--- config.mk ---
export PLATFORM = sky130hd
export DESIGN_NAME = rx_word_align_flat
export DESIGN_NICKNAME = d
export VERILOG_FILES = /design/src/rtl/rx_word_align_if.sv /design/src/rtl/rx_word_align.sv /design/src/flat_wrapper.sv
export SDC_FILE = /design/constraint.sdc
export NUM_CORES = 1
export LEC_CHECK = 0
export CAP_MARGIN = 20
export CORE_MARGIN = 5
export CORE_UTILIZATION = 57
export DETAILED_ROUTE_END_ITERATION = 10
export GPL_TIMING_DRIVEN = 0
export PLACE_DENSITY = 0.78
export SLEW_MARGIN = 0
export SYNTH_ARGS = -nofsm -noshare
export SYNTH_HDL_FRONTEND = slang
export SYNTH_SLANG_ARGS = --single-unit
--- constraint.sdc ---
create_clock -name clk -period 2.6 [get_ports clk]
set_input_delay 0.52 -clock clk [delete_from_list [all_inputs] [get_ports clk]]
set_output_delay 0.52 -clock clk [all_outputs]
set_load 0.03 [all_outputs]
--- src/rtl/rx_word_align_if.sv ---
`default_nettype none
// ============================================================================
// Module   : rx_word_align_if
// Purpose  : Output bundle of the word aligner (aligned word, strobe, status)
// Revision : 1.0 - initial release
// ============================================================================
interface rx_word_align_if #(
  parameter int WORD_W = 10
);
  logic [WORD_W-1:0] dout;
  logic              valid;
  logic              is_comma;
  logic              locked;
  logic              align_err;

  // Aligner drives the bundle
  modport master (
    output dout,
    output valid,
    output is_comma,
    output locked,
    output align_err
  );

  // Frame/packet decoder consumes the bundle
  modport slave (
    input dout,
    input valid,
    input is_comma,
    input locked,
    input align_err
  );
endinterface
`default_nettype wire

--- src/rtl/rx_word_align.sv ---
`default_nettype none
// ============================================================================
// Module   : rx_word_align
// Purpose  : Oversampled serial receiver. Recovers bit timing from data edges,
//            hunts for a comma (either disparity), qualifies word lock and
//            delivers LSB-first aligned words with lock / error status.
// Revision : 1.0 - initial release
// ============================================================================
module rx_word_align #(
  parameter int                OSR        = 4,
  parameter int                SAMPLE_PH  = 1,
  parameter int                WORD_W     = 10,
  parameter logic [WORD_W-1:0] COMMA      = 10'b0011111010,
  parameter int                LOCK_CNT   = 3,
  parameter int                ERR_MAX    = 4,
  parameter int                DROP_COMMA = 0
) (
  input  logic               clk,
  input  logic               rst_n,
  input  logic               LVDS,
  rx_word_align_if.master    o_bus
);

  localparam int PH_W = (OSR > 1) ? $clog2(OSR) : 1;
  localparam int BI_W = (WORD_W > 1) ? $clog2(WORD_W) : 1;
  localparam int CC_W = $clog2(LOCK_CNT + 1);
  localparam int EC_W = $clog2(ERR_MAX + 1);

  localparam logic [PH_W-1:0]   c_PH_LAST   = PH_W'(OSR - 1);
  localparam logic [PH_W-1:0]   c_PH_SAMPLE = PH_W'(SAMPLE_PH);
  localparam logic [BI_W-1:0]   c_BI_LAST   = BI_W'(WORD_W - 1);
  localparam logic [CC_W-1:0]   c_CC_LOCK   = CC_W'(LOCK_CNT);
  localparam logic [EC_W-1:0]   c_EC_MAX    = EC_W'(ERR_MAX);
  localparam logic [WORD_W-1:0] c_COMMA_N   = ~COMMA;

  typedef enum logic [1:0] {
    S_HUNT   = 2'd0,
    S_SYNC   = 2'd1,
    S_LOCKED = 2'd2
  } state_t;

  // Synchroniser and edge history
  logic              r_sync1;
  logic              r_sync2;
  logic              r_hist;
  logic              w_edge;

  // Bit timing recovery
  logic [PH_W-1:0]   r_phase;
  logic              w_bs;
  logic              r_bs_d;

  // Deserialiser
  logic [WORD_W-1:0] r_sr;
  logic              w_comma_match;

  // Word framing
  state_t            r_state;
  logic [BI_W-1:0]   r_bi;
  logic [BI_W-1:0]   w_bi_next;
  logic              w_boundary;
  logic [CC_W-1:0]   r_comma_cnt;
  logic [CC_W-1:0]   w_cc_inc;
  logic [EC_W-1:0]   r_err_cnt;
  logic [EC_W-1:0]   w_ec_inc;

  // Registered outputs
  logic [WORD_W-1:0] r_dout;
  logic              r_valid;
  logic              r_is_comma;
  logic              r_locked;
  logic              r_align_err;

  // Bring the asynchronous line into the clk domain and keep one history bit
  always_ff @(posedge clk or negedge rst_n) begin
    if (!rst_n) begin
      r_sync1 <= 1'b0;
      r_sync2 <= 1'b0;
      r_hist  <= 1'b0;
    end else begin
      r_sync1 <= LVDS;
      r_sync2 <= r_sync1;
      r_hist  <= r_sync2;
    end
  end

  assign w_edge = r_sync2 ^ r_hist;
  assign w_bs   = (r_phase == c_PH_SAMPLE);

  // Phase counter: realigned to every data edge, free-runs at OSR otherwise
  always_ff @(posedge clk or negedge rst_n) begin
    if (!rst_n) begin
      r_phase <= '0;
    end else if (w_edge || (r_phase == c_PH_LAST)) begin
      r_phase <= '0;
    end else begin
      r_phase <= r_phase + 1'b1;
    end
  end

  // Shift sampled bits in at the MSB so the first bit ends up in bit 0
  always_ff @(posedge clk or negedge rst_n) begin
    if (!rst_n) begin
      r_sr   <= '0;
      r_bs_d <= 1'b0;
    end else begin
      r_bs_d <= w_bs;
      if (w_bs) begin
        r_sr <= {r_sync2, r_sr[WORD_W-1:1]};
      end
    end
  end

  // Framing decisions are taken the cycle after a strobe, once r_sr holds
  // the newly received bit
  assign w_comma_match = (r_sr == COMMA) || (r_sr == c_COMMA_N);
  assign w_bi_next     = (r_bi == c_BI_LAST) ? '0 : (r_bi + 1'b1);
  assign w_boundary    = (w_bi_next == c_BI_LAST);
  assign w_cc_inc      = (r_comma_cnt == c_CC_LOCK) ? r_comma_cnt : (r_comma_cnt + 1'b1);
  assign w_ec_inc      = (r_err_cnt == c_EC_MAX) ? r_err_cnt : (r_err_cnt + 1'b1);

  // Lock state machine with its counters and all registered outputs
  always_ff @(posedge clk or negedge rst_n) begin
    if (!rst_n) begin
      r_state     <= S_HUNT;
      r_bi        <= '0;
      r_comma_cnt <= '0;
      r_err_cnt   <= '0;
      r_dout      <= '0;
      r_valid     <= 1'b0;
      r_is_comma  <= 1'b0;
      r_locked    <= 1'b0;
      r_align_err <= 1'b0;
    end else begin
      r_valid     <= 1'b0;
      r_align_err <= 1'b0;
      if (r_bs_d) begin
        case (r_state)
          S_HUNT: begin
            r_locked <= 1'b0;
            if (w_comma_match) begin
              // The bit just received closes a word
              r_bi        <= c_BI_LAST;
              r_comma_cnt <= CC_W'(1);
              r_err_cnt   <= '0;
              r_state     <= (LOCK_CNT == 1) ? S_LOCKED : S_SYNC;
            end else begin
              r_bi <= w_bi_next;
            end
          end

          S_SYNC: begin
            if (w_comma_match) begin
              if (w_boundary) begin
                r_bi        <= w_bi_next;
                r_comma_cnt <= w_cc_inc;
                if (w_cc_inc == c_CC_LOCK) begin
                  r_err_cnt <= '0;
                  r_state   <= S_LOCKED;
                end
              end else begin
                // Comma seen at a new position: restart qualification there
                r_bi        <= c_BI_LAST;
                r_comma_cnt <= CC_W'(1);
              end
            end else begin
              r_bi <= w_bi_next;
              if (w_boundary) begin
                r_comma_cnt <= '0;
              end
            end
          end

          S_LOCKED: begin
            r_bi <= w_bi_next;
            if (w_boundary) begin
              // locked rises together with the first word emitted after lock
              r_dout     <= r_sr;
              r_is_comma <= w_comma_match;
              r_valid    <= !((DROP_COMMA != 0) && w_comma_match);
              r_locked   <= 1'b1;
              if (w_comma_match) begin
                r_err_cnt <= '0;
              end
            end else if (w_comma_match) begin
              // Misaligned comma: report it but keep the current alignment
              r_align_err <= 1'b1;
              r_err_cnt   <= w_ec_inc;
              if (w_ec_inc == c_EC_MAX) begin
                r_state     <= S_HUNT;
                r_locked    <= 1'b0;
                r_comma_cnt <= '0;
              end
            end
          end

          default: begin
            r_state  <= S_HUNT;
            r_locked <= 1'b0;
          end
        endcase
      end
    end
  end

  assign o_bus.dout      = r_dout;
  assign o_bus.valid     = r_valid;
  assign o_bus.is_comma  = r_is_comma;
  assign o_bus.locked    = r_locked;
  assign o_bus.align_err = r_align_err;

endmodule
`default_nettype wire

--- src/flat_wrapper.sv ---
// flat-port wrapper written by rule: the top's interface ports become plain ports
module rx_word_align_flat 
#(
  parameter int                OSR        = 4,
  parameter int                SAMPLE_PH  = 1,
  parameter int                WORD_W     = 10,
  parameter logic [WORD_W-1:0] COMMA      = 10'b0011111010,
  parameter int                LOCK_CNT   = 3,
  parameter int                ERR_MAX    = 4,
  parameter int                DROP_COMMA = 0
)
  (clk, rst_n, LVDS, o_bus_dout, o_bus_valid, o_bus_is_comma, o_bus_locked, o_bus_align_err);
  rx_word_align_if #(.WORD_W(WORD_W)) o_bus_i ();
  input  logic clk;
  input  logic rst_n;
  input  logic LVDS;
  output wire logic [$bits(o_bus_i.dout)-1:0] o_bus_dout;
  output wire logic [$bits(o_bus_i.valid)-1:0] o_bus_valid;
  output wire logic [$bits(o_bus_i.is_comma)-1:0] o_bus_is_comma;
  output wire logic [$bits(o_bus_i.locked)-1:0] o_bus_locked;
  output wire logic [$bits(o_bus_i.align_err)-1:0] o_bus_align_err;
  assign o_bus_dout = o_bus_i.dout;
  assign o_bus_valid = o_bus_i.valid;
  assign o_bus_is_comma = o_bus_i.is_comma;
  assign o_bus_locked = o_bus_i.locked;
  assign o_bus_align_err = o_bus_i.align_err;
  rx_word_align #(.OSR(OSR), .SAMPLE_PH(SAMPLE_PH), .WORD_W(WORD_W), .COMMA(COMMA), .LOCK_CNT(LOCK_CNT), .ERR_MAX(ERR_MAX), .DROP_COMMA(DROP_COMMA)) u_core (.clk(clk), .rst_n(rst_n), .LVDS(LVDS), .o_bus(o_bus_i));
endmodule
* After elaboration in Yosys (flattened, before gate mapping)
Cells that the tools add are included.
** Cells by class
- Reductions and logical operators :: 10
- Add/sub/neg operators :: 4
- Bitwise logic cells :: 2
- Mux-type cells :: 38
- Equal/unequal tests :: 22
** Operator list (count)
- $mux W2 :: 12
- $mux W3 :: 7
- $mux W4 :: 4
- $ne A2 B1 Y1 const B :: 6
- $pmux W2 S3 :: 2
- $pmux W4 S3 :: 1
- $eq A10 B10 Y1 const B :: 1
- $eq A10 B8 Y1 const B :: 1
- $mux W1 :: 10
- $ne A3 B1 Y1 const B :: 3
- $pmux W3 S3 :: 1
- $eq A2 B2 Y1 const B :: 4
- $eq A4 B4 Y1 const B :: 2
- $reduce_and A8 Y1 :: 1
- $reduce_and A7 Y1 :: 1
- $eq A3 B3 Y1 const B :: 2
- $reduce_and A6 Y1 :: 1
- $add A2 B1 Y2 const B :: 2
- $add A4 B1 Y4 const B :: 1
- $eq A2 B1 Y1 const B :: 2
- $reduce_and A4 Y1 :: 1
- $add A3 B1 Y3 const B :: 1
- $reduce_and A3 Y1 :: 1
- $reduce_bool A3 Y1 :: 1
- other kinds (7) :: 8
** Word-level totals
- Output and inout bits :: 14
- Register bits :: 41
- Word-level logic and storage cells :: 91
- Bits of input ports :: 3

* Depth between registers and ports, before layout
Gate-level depths: netlist of the first run.
- Depth in word-level cells :: 7
- Gate-level depth with buffers :: 9

* Least setup slack after synthesis of the first run
Ideal clock, no wire load.
- Kind :: reg2reg
- Start :: register u_core.r_bi[1]
- End :: register u_core.r_comma_cnt[0]
- Buffers on the path :: 1
- Slack :: 0.320 ns
- Period minus slack after synthesis :: 2.280 ns
- Library setup time :: 0.125 ns
- Cell stages (with the launch flop) :: 10
- Arrival :: 2.155 ns
- Path through :: dfrtp_1 -> inv_1 -> ha_1 -> a21oi_1 -> a211oi_2 -> nand2_2 -> buf_6 -> and3_4 -> or4_4 -> mux2_4
** Between the ends
- Longest elaborated chain between the ends :: 6
** Ends and longest elaborated chain
- start: declaration :: line rx_word_align.sv:59 : logic [BI_W-1:0] r_bi;
- start signal: assignment :: line rx_word_align.sv:143 : r_bi <= c_BI_LAST;
- start signal: assignment :: line rx_word_align.sv:148 : r_bi <= w_bi_next;
- start signal: assignment :: line rx_word_align.sv:155 : r_bi <= w_bi_next;
- $add A4 B1 Y4 or $eq A4 B4 Y1 (tied branches) :: line rx_word_align.sv:117 : assign w_bi_next = (r_bi == c_BI_LAST) ? '0 : (r_bi + 1'b1);
- $mux W4 * :: line rx_word_align.sv:117
- $eq A4 B4 Y1 * :: line rx_word_align.sv:118 : assign w_boundary = (w_bi_next == c_BI_LAST);
- $mux W2 :: line rx_word_align.sv:154 : if (w_boundary) begin
- $mux W2 :: line rx_word_align.sv:153 : if (w_comma_match) begin
- $pmux W2 S3 :: line rx_word_align.sv:138 : case (r_state)
- end signal: assignment :: line rx_word_align.sv:156 : r_comma_cnt <= w_cc_inc;
- end: declaration :: line rx_word_align.sv:62 : logic [CC_W-1:0] r_comma_cnt;
Every way passes the cells marked *; elsewhere a longest branch is shown, timed or not.
A chain may end at the register's enable or synchronous reset.

* Worst setup path after layout of the first run
Same ends and word-level chain as after synthesis.

==> results of run 1 <==
==> final timing paths <==
path	to	slack [ns]	cells past startpoint	start
max in group asynchronous	u_core.r_sync1$_DFF_PN0_	1.72	1	rst_n
worst min register to register	u_core.r_sync2$_DFF_PN0_	0.36	0	u_core.r_sync1$_DFF_PN0_
min in group clk	u_core.r_sync2$_DFF_PN0_	0.36	0	u_core.r_sync1$_DFF_PN0_
worst max-delay path	u_core.r_comma_cnt[0]$_DFFE_PN0P_	0.14	9	u_core.r_bi[1]$_DFFE_PN0P_
worst max register to register	u_core.r_comma_cnt[0]$_DFFE_PN0P_	0.14	9	u_core.r_bi[1]$_DFFE_PN0P_
worst min-delay path	u_core.r_bi[3]$_DFFE_PN0P_	0.33	1	rst_n
==> area by class of cell <==
| cell class | instances | area (µm²) |
|---|---|---|
| fill | 275 | 1180 |
| sequential | 41 | 1030 |
| multi-input combinational | 125 | 993 |
| timing repair buffer | 17 | 163 |
| clock buffer | 6 | 82.6 |
| tap | 48 | 60.1 |
| inverter | 13 | 48.8 |
| clock inverter | 2 | 37.5 |
| buffer | 3 | 18.8 |
==> logic make-up (layout without fill, tap and decap cells) <==
kind of cell	Yosys count	in the layout	share of synthesized area (%)
AOI/OAI and AO/OA	34	34	11.7
muxes	23	23	12.6
DFF	41	41	49.3
buffers and inverters	16	41	3.25
adders and majority gates	11	11	6.61
and+or+nand+nor	56	56	16.2
xor gates and xnor gates	1	1	0.421
==> where the power goes <==
part | switching (mW) | internal (mW)
logic | 0.267 | 0.271
registers | 0.160 | 0.771
clock network | 0.226 | 0.312
==> synthesized netlist by cell type (all sizes together) (2+ instances only) <==
library cell	number
o32ai	2
nand3	4
nand2	18
clkbuf	2
dfrtp	41
nand4b	2
and2	2
nand4	2
or4	2
nor2b	2
a211oi	3
and3	3
and4b	2
a21oi	9
o21ai	10
mux2	22
nor2	8
nor4	3
nand2b	3
ha	11
inv	13
==> through the flow <==
stage | power [mW] | setup slack (ns) | hold WS, ns
final | 2.01 | 0.145 | 0.333
after global routing | 2.15 | 0.00827 | 0.386
after CTS | 2.01 | 0.114 | 0.370
after detailed placement | 1.46 | 0.129 | 0.344
after global placement | 1.42 | 0.0562 | 0.339
after floorplan | 1.32 | 0.320 | 0.224
==> flip-flops by register name, summed over array words and instances (netlist names), 2 cells and up <==
| register | count |
|---|---|
| u_core.o_bus.dout | 10 |
| u_core.r_sr | 10 |
| u_core.r_bi | 4 |
| u_core.r_err_cnt | 3 |
| u_core.r_comma_cnt | 2 |
| u_core.r_phase | 2 |
| u_core.r_state | 2 |
==> routing by layer <==
layer,global-route usage [%],up-vias
met2,28.7,38
li1,-,706
met3,4.60,7
met4,7.87,0
met1,21.9,713
met5,0,-
==> what timing repair did <==
| item | 4_1_cts | 5_1_grt |
|---|---|---|
| resized for setup | 0 | 1 |
| buffers inserted | 0 | 1 |
| setup endpoints to repair | 0 | 4 |
==> flow_metrics.tcl, run 1 <==
set metrics [dict create \
    status "finished, final reports clean" \
    die_y_um 70.4 \
    core_um2 3610 \
    chipWidth_um 70.4 \
    path_delay_family "simple AND/OR/NAND/NOR gates" \
    synth_edf_count 0 \
    wl_mm 3.94 \
    finClkSkew_ns 0.00603 \
    nets 220 \
    drtIter0Drc 110 \
    yosysTopAreaCellShare_pct 49.3 \
    ys_seq_area_share_pct 49.3 \
    rsz0062_at_grt "false" \
    layout.cells.non_filler 255 \
    postSynthCellCount 182 \
    top_layer "met4" \
    critPathArrivalTime_ns 2.64 \
    crit_type "flip-flop to flip-flop" \
    drive_above_1_share_pct 25.6 \
    grt_usage_pct 17.6 \
    start_util_pct 57.7 \
    drt_first_pass_iters 4 \
    n_antenna_cell 0 \
    slew_headroom_pct 41.8 \
    max_freq_mhz 407 \
    synth_cell_types 48 \
    vias 1464 \
    vdd_ir_drop_max_mv 0.517 \
    cts_buffers 5 \
    clockRootBuffer "clkbuf_8" \
    mostFrequentLayoutCell "dfrtp_1" \
    synth-main-ff-cell "dfrtp_1" \
    syn-cell-area_um2 2080 \
    fin_crit_ns 2.46 \
    end_kind "flip-flop" \
    clock_sinks 41 \
    htreeDepth 2 \
    antenna_found_initial 0 \
    hpwl_mm 2.85 \
    final_area_um2 2430 \
    path_buf_inv 2 \
    cts_tree "yes" \
    critPathMaxFanout 10 \
    p_leak_nw 1.08 \
    worstMarginPinSlew_ns 0.873 \
    slowest_stage "or4_4" \
    met2_length_mm 1.98 \
    synth.area.top_cells "dfrtp_1, mux2_2, ha_1, nand2_1, o21ai_0" \
    setup_viol 0 \
    die_area_um2 4960 \
    slowest_delay_ns 0.42 \
    grt_pass1_wl_mm 6.98 \
    drv_slew 0 \
    finalSetupTns_ns 0 \
    hold_viol_final 0 \
    min_path_type "input port to asynchronous set/reset pin" \
    layout_common_cells "dfrtp_1, mux2_2, nand2_1, clkdlybuf4s50_1, inv_1" \
    ys_ff_latch 41 \
    drtAntennaViolNets 0 \
    rows 22 \
    yosys_warnings 0 \
    grt_max_degree 42 \
    path_clk_slew_ns 0.08 \
    synthArstFlopShare_pct 100 \
    cp-start-kind "flip-flop" \
    top_level_ports 17 \
    finalCritPeriodShare_pct 94.4 \
    cts_buffer_depth 2 \
    avgSynthCellArea_um2 11.4 \
    wl_met3_um 149 \
    synth_top_area_cell "dfrtp_1" \
    met1Wirelength_mm 1.74 \
    power_density_nw_per_um2 826 \
    grt_pass1_vias 1533 \
    worstSkewPairLatency_ns 0.29 \
    dp.cells 246 \
    overflow 0 \
    critical_path_required_ns 2.78 \
    area_growth_pct 16.7 \
    finalWeightedCongestion 0.900 \
    wl_per_cell_um 15.4 \
    io_buffer_count 16 \
    drcViolationCount 0 \
    crit_path_cell_trace "inv_1 > ha_1 > a21oi_1 > a211oi_2 > nand2_2 > buf_6 > and3_4 > or4_4 > mux2_4" \
    place_area_um2 2300 \
    viasPerCell 5.74 \
    max_cap_viol_count 0 \
    utilization_pct 67.4 \
    ctsHoldBuffers 0 \
    syn-num-nets 196 \
]
No activity file was read; power rests on OpenSTA's default activity.
==> inputs of run 2 (changes only) <==
==> constraint.sdc (replaced) <==
create_clock -name clk -period 2.6 [get_ports clk]
set_input_delay 0.26 -clock clk [delete_from_list [all_inputs] [get_ports clk]]
set_output_delay 0.26 -clock clk [all_outputs]
set_load 0.03 [all_outputs]
==> results of run 2 <==
The final DEF is identical to that of run 1. Status: finished, final reports clean.
Among the figures that moved: hold slack 0.333 ns -> 0.0728 ns
